--- src/rtl/mem_drain_ctrl.sv ---
// Read-side drain controller for the 2-entry tagged word buffer: tracks occupancy from the
// producer's write strobe, issues reads, and re-times the 1-cycle read latency through a skid queue.
module mem_drain_ctrl #(
    parameter int unsigned DATA_WIDTH    = 32,
    parameter int unsigned EXTRA_BITS    = 2,
    parameter int unsigned ADDRESS_WIDTH = 1,
    parameter int unsigned RAM_DEPTH     = 1 << ADDRESS_WIDTH
) (
    input  logic                             clk,
    input  logic                             rst,
    input  logic                             mem_wr_en,
    output logic                             mem_rd_en,
    input  logic [DATA_WIDTH+EXTRA_BITS-1:0] mem_data,
    output logic                             m_valid,
    input  logic                             m_ready,
    output logic [DATA_WIDTH-1:0]            m_data,
    output logic [EXTRA_BITS-1:0]            m_tag,
    output logic [ADDRESS_WIDTH:0]           level,
    output logic                             overflow,
    output logic [15:0]                      words_out
);

    localparam int unsigned WORD_WIDTH  = DATA_WIDTH + EXTRA_BITS;
    localparam int unsigned LEVEL_WIDTH = ADDRESS_WIDTH + 1;
    localparam logic [ADDRESS_WIDTH:0] FULL_LEVEL = LEVEL_WIDTH'(RAM_DEPTH);

    logic [WORD_WIDTH-1:0] skid [2];
    logic                  skid_head;
    logic                  skid_tail;
    logic [1:0]            skid_cnt;
    logic                  inflight;
    logic                  pop;
    logic                  full_write;
    logic                  wr_accept;
    logic [WORD_WIDTH-1:0] head_word;

    // Free space ignores a same-cycle pop so the read strobe depends on registered state only.
    assign mem_rd_en  = (level != '0) && ((skid_cnt + {1'b0, inflight}) < 2'd2);
    assign m_valid    = (skid_cnt != 2'd0);
    assign pop        = m_valid && m_ready;
    assign full_write = mem_wr_en && (level == FULL_LEVEL) && !mem_rd_en;
    assign wr_accept  = mem_wr_en && !full_write;
    assign head_word  = skid[skid_head];
    assign m_data     = head_word[DATA_WIDTH-1:0];
    assign m_tag      = head_word[WORD_WIDTH-1:DATA_WIDTH];

    always_ff @(posedge clk or posedge rst) begin
        if (rst) begin
            level     <= '0;
            overflow  <= 1'b0;
            inflight  <= 1'b0;
            skid[0]   <= '0;
            skid[1]   <= '0;
            skid_head <= 1'b0;
            skid_tail <= 1'b0;
            skid_cnt  <= 2'd0;
            words_out <= '0;
        end else begin
            case ({wr_accept, mem_rd_en})
                2'b10:   level <= level + 1'b1;
                2'b01:   level <= level - 1'b1;
                default: level <= level;
            endcase
            if (full_write) begin
                overflow <= 1'b1;
            end
            inflight <= mem_rd_en;
            if (inflight) begin
                skid[skid_tail] <= mem_data;
                skid_tail       <= ~skid_tail;
            end
            if (pop) begin
                skid_head <= ~skid_head;
                words_out <= words_out + 16'd1;
            end
            case ({inflight, pop})
                2'b10:   skid_cnt <= skid_cnt + 2'd1;
                2'b01:   skid_cnt <= skid_cnt - 2'd1;
                default: skid_cnt <= skid_cnt;
            endcase
        end
    end

    skid_no_overflow: assert property (@(posedge clk) disable iff (rst)
        inflight |-> (skid_cnt != 2'd2 || pop));

    level_bounded: assert property (@(posedge clk) disable iff (rst)
        level <= FULL_LEVEL);

endmodule
--- config.mk ---
export PLATFORM = sky130hd
export DESIGN_NAME = mem_drain_ctrl
export DESIGN_NICKNAME = d
export VERILOG_FILES = /design/src/rtl/mem_drain_ctrl.sv
export SDC_FILE = /design/constraint.sdc
export NUM_CORES = 1
export LEC_CHECK = 0
export CELL_PAD_IN_SITES_DETAIL_PLACEMENT = 0
export CELL_PAD_IN_SITES_GLOBAL_PLACEMENT = 1
export CORE_MARGIN = 1.5
export CORE_UTILIZATION = 40
export DETAILED_ROUTE_END_ITERATION = 12
export GPL_TIMING_DRIVEN = 0
export PLACE_DENSITY = 0.78
export SLEW_MARGIN = 25
export SYNTH_ARGS = -nofsm -noshare
export SYNTH_HDL_FRONTEND = slang
export SYNTH_SLANG_ARGS = --single-unit
--- constraint.sdc ---
create_clock -name clk -period 4.32 [get_ports clk]
set_input_delay 0.864 -clock clk [delete_from_list [all_inputs] [get_ports clk]]
set_output_delay 0.864 -clock clk [all_outputs]
set_load 0.05 [all_outputs]
Word-level counts from Yosys, hierarchy flattened --
Index checks and enable logic that the tools add are counted.
Word-level totals: flip-flop bits (word level) 92, output and inout port bits 55, word-level logic and storage cells 48
Cells by class: add/sub/neg operators 6, muxes and demuxes 8, bitwise gates (word level) 4, reductions and logical operators 12, eq/ne operators 5, magnitude comparators 4
Operators by type and width (number):
- two-way mux 34 bit | 4
- bitwise mux 68 bit | 1
- demux 34 bit (select 1 bit) | 1
- adder 16 x 1 -> 16 bit (second input constant) | 1
- case mux 2 bit (2 select lines) | 2
- nonzero test 2 bit | 4
- equality test 2 bit (second input constant) | 3
- logical AND 1 bit | 6
- adder 2 x 1 -> 2 bit (second input constant) | 2
- equality test 2 x 1 -> 1 bit (second input constant) | 2
- greater-or-equal comparator 2 bit (second input constant) | 2
- inverter 1 -> 2 bit | 2
- subtractor 2 x 1 -> 2 bit (second input constant) | 2
- adder 2 x 1 -> 2 bit | 1
- logical NOT 1 bit | 2
- < comparator 2 x 1 -> 1 bit (second input constant) | 1
- < comparator 2 bit (second input constant) | 1
- inverter 1 bit | 2

Depth between registers and ports, before layout --
word-level depth 9, mapped depth 7, depth with buffers taken out 6

Worst setup path after synthesis --
No wires, ideal clock.
kind flip-flop to output port, from register level[0], to output mem_rd_en, arrival time 1.881 ns, stages on the path, launching flop included 3, slack 1.575 ns, data required time 3.456 ns, path through dfrtp_1 > nor2_1 > nor3_1
On the way: word-level cells in the longest chain between the ends 2
RTL lines:
- start: declaration | line 18 | output logic [ADDRESS_WIDTH:0] level,
- start signal: assignment | line 60 | 2'b10: level <= level + 1'b1;
- start signal: assignment | line 61 | 2'b01: level <= level - 1'b1;
- start signal: assignment | line 62 | default: level <= level;
- nonzero test 2 bit | line 38 | assign mem_rd_en = (level != '0) && ((skid_cnt + {1'b0, inflight}) < 2'd2);
- logical AND 1 bit | line 38
- end: declaration | line 12 | output logic mem_rd_en,
Every way passes these cells.

Final worst setup path --
from register skid_head, to output m_data[26]
On the way: word-level cells in the longest chain between the ends 4
RTL lines:
- start: declaration | line 28 | logic skid_head;
- start signal: assignment | line 73 | skid_head <= ~skid_head;
- inverter 1 -> 2 bit (not written as such) | line 43 | assign head_word = skid[skid_head];
- two-way mux 34 bit (not written as such) (3 in a row) | line 43
- end: declaration | line 16 | output logic [DATA_WIDTH-1:0] m_data,
Every way passes these cells. The select of a mux whose other input is x is not followed.

==> key figures <==
CTS
  • Clock sink count: 92
  • CTS Root Cell: clkbuf_8
  • Cts repair resizes: 0
  • Num CTS Buffers: 9
  • Clock slew at reported path FFs: 0.08 ns
  • Clk Latency, worst-skew pair: 0.35 ns
  • # hold bufs at CTS: 0
  • Clock buffer depth: 2
  • H-tree Lvls: 3
  • CTS tree: built
  • Post-CTS Setup Repair Bufs: 0

STA
  • Final setup viols: 0
  • Clock Skew: 0.00561 ns
  • Minimum clock period: 3.17 ns
  • Final Hold Vio Count: 0
  • Fmax: 316 MHz
  • Fin crit share: 73.3%
  • Pins Over Slew Limit: 0
  • RSZ-0062 raised after global routing: no
  • Worst-margin pin slew: 0.547 ns
  • Slew HR: 63.4%

Floorplan
  • Die ar.: 0.0112 mm^2
  • Die Height: 106 um
  • Die X: 106 um
  • Rows: 37
  • Core Area: 0.0103 mm^2
  • Top Ports: 93
  • Initial Utilization: 41.0%

Finish
  • # fillers: 876
  • Final instance area: 0.00551 mm^2
  • Ant diodes: 0
  • Area Growth Syn to Fin: 30.7%
  • Final Net Count: 422
  • Layout cells sized above 1: 36.0%

GRT
  • Vias in the first global route: 2746
  • Largest net degree at the start of global routing: 57
  • Total gr overflow: 0
  • Initial antenna violation count: 0
  • GRT Total Usage: 15.8%
  • First-pass GRT wire length: 13800 um

Yosys
  • Area contributors post-synth: dfrtp_1, mux2_2, mux2_4
  • Seq/Total Area, Yosys: 54.6%
  • Syn. warnings: 0
  • Yosys cell types: 30
  • Synthesized area: 0.00422 mm^2
  • Most instantiated library cell after synthesis: dfrtp_1
  • #FFs+latches synth: 92
  • Ys async rst share: 100%
  • Post-Syn Nets: 318
  • Synth top cells by count: dfrtp_1, mux2_2, mux2_4, xnor2_1, nand2_1
  • Leading register cell type out of synthesis: dfrtp_1
  • Post-synth top area share: 54.6%
  • Syn avg cell area: 15.2 um^2
  • Yosys top cell by area: dfrtp_1
  • Mapped Cells: 278
  • Number of synthesized flops with an enable pin: 0

Flow run
  • Max-cap violations: 0

Drt
  • DR DRC count: 0
  • Initial drt markers: 74
  • Vias per cell: 4.77
  • Post-DR wirelength/cell: 15.6 um
  • Post-Route WL: 8170 um
  • Drt first pass iters: 4
  • Vias: 2489
  • Remaining antenna violation count: 0

Setup path
  • Critical Path Max Stage Delay: 0.73 ns
  • Startpoint types: flip-flop
  • Slowest CP cell: clkdlybuf4s50_1
  • CP Capture Type: output port
  • WP data arrival: 2.30 ns
  • Critical path fanouts, max: 10
  • Kind of critical path: flip-flop to output port
  • CP cell instances: buf_2 > buf_2 > mux2_2 > clkdlybuf4s50_1
  • FF-to-FF setup slack: 2.64 ns
  • CP most frequent cell: buf_2
  • CP required: 3.46 ns

Run status
  • Status: finished clean

Min path
  • Class of the worst hold path: flip-flop to flip-flop

Place
  • Routability cong.: 0.689
  • Post-detail-place hpwl: 5590 um
  • Placed inst area: 0.00534 mm^2
  • I/O Buffers: 92
[path summary, 6_finish.rpt]
check	start	end	cells after the start
worst max-delay path	skid_head	m_data[26]	4
worst min-delay path	words_out[15]	words_out[15]	1
worst max register to register	skid_cnt[0]	skid_cnt[1]	6
worst min register to register	words_out[15]	words_out[15]	1
max in group asynchronous	rst	skid[30]	3
min in group asynchronous	rst	skid[51]	2
[cell usage in the layout, fill, tap and decap left out, drive strengths merged]
| master | n |
|---|---|
| dfrtp | 92 |
| xor2 | 5 |
| nand2 | 10 |
| inv | 6 |
| a21boi | 1 |
| ha | 2 |
| nor2 | 7 |
| clkinv | 2 |
| o221a | 1 |
| nand3 | 5 |
| mux2i | 2 |
| nor3 | 3 |
| nand4 | 5 |
| o31ai | 1 |
| buf | 10 |
| o21ai | 2 |
| and4 | 1 |
| xnor2 | 15 |
| mux2 | 102 |
| and3b | 1 |
| nand2b | 2 |
| clkdlybuf4s50 | 92 |
| and3 | 2 |
| clkbuf | 16 |
| or2 | 1 |
[through the flow]
stage	cells	setup WS [ns]	setup TNS (ns)	hold WS, ns	util [%]
2_1_floorplan	278	1.06	0	0.471	-
3_3_place_gp	506	-0.454	-41.19	0.469	51.6
3_5_place_dp	507	1.52	0	0.469	51.9
4_1_cts	522	1.11	0	0.483	53.6
5_1_grt	522	1.02	0	0.489	53.6
6_report	522	1.15	0	0.472	53.6
[state kept, by name, summed over array words and instances, names as in the netlist]
register / flops
inflight: 1
level: 2
overflow: 1
skid: 68
skid_cnt: 2
skid_head: 1
skid_tail: 1
words_out: 16
[final cells by class]
class	count	area (um^2)	area share, %
Clock inverter	2	10.0	0.182
Inverter	6	27.5	0.500
Tap cell	136	170	3.09
Timing Repair Buffer	93	948	17.2
Sequential cell	92	2300	41.8
Multi-Input combinational cell	168	1750	31.7
Clock buffer	13	159	2.89
Buffer	12	144	2.61
[critical path: cells and delay by family (launching register included)]
kind / cells / cell delay [ns]
buf+inv: 3 / 1.25
mux: 1 / 0.38
flops: 1 / 0.33
[cells by family after synthesis]
kind of cell | Yosys count | share of synthesized area, %
DFF | 92 | 54.6
and+or+nand+nor | 37 | 4.99
adders and majority gates | 2 | 0.594
buffers and inverters | 18 | 3.95
AOI/OAI and AO/OA | 5 | 1.31
xor gates and xnor gates | 20 | 4.16
muxes | 104 | 30.4
[per-layer routing]
| metal | global-route usage, % | vias to the layer above | routed length [um] |
|---|---|---|---|
| met5 | 0 | - | 0 |
| met4 | 5.21 | 0 | 114 |
| met3 | 4.51 | 10 | 405 |
| met2 | 25.2 | 58 | 3850 |
| met1 | 20.8 | 1246 | 3790 |
| li1 | - | 1175 | - |
Power is not shown: default switching activity piles up to over one toggle a cycle in this logic, so the estimate is an artifact.
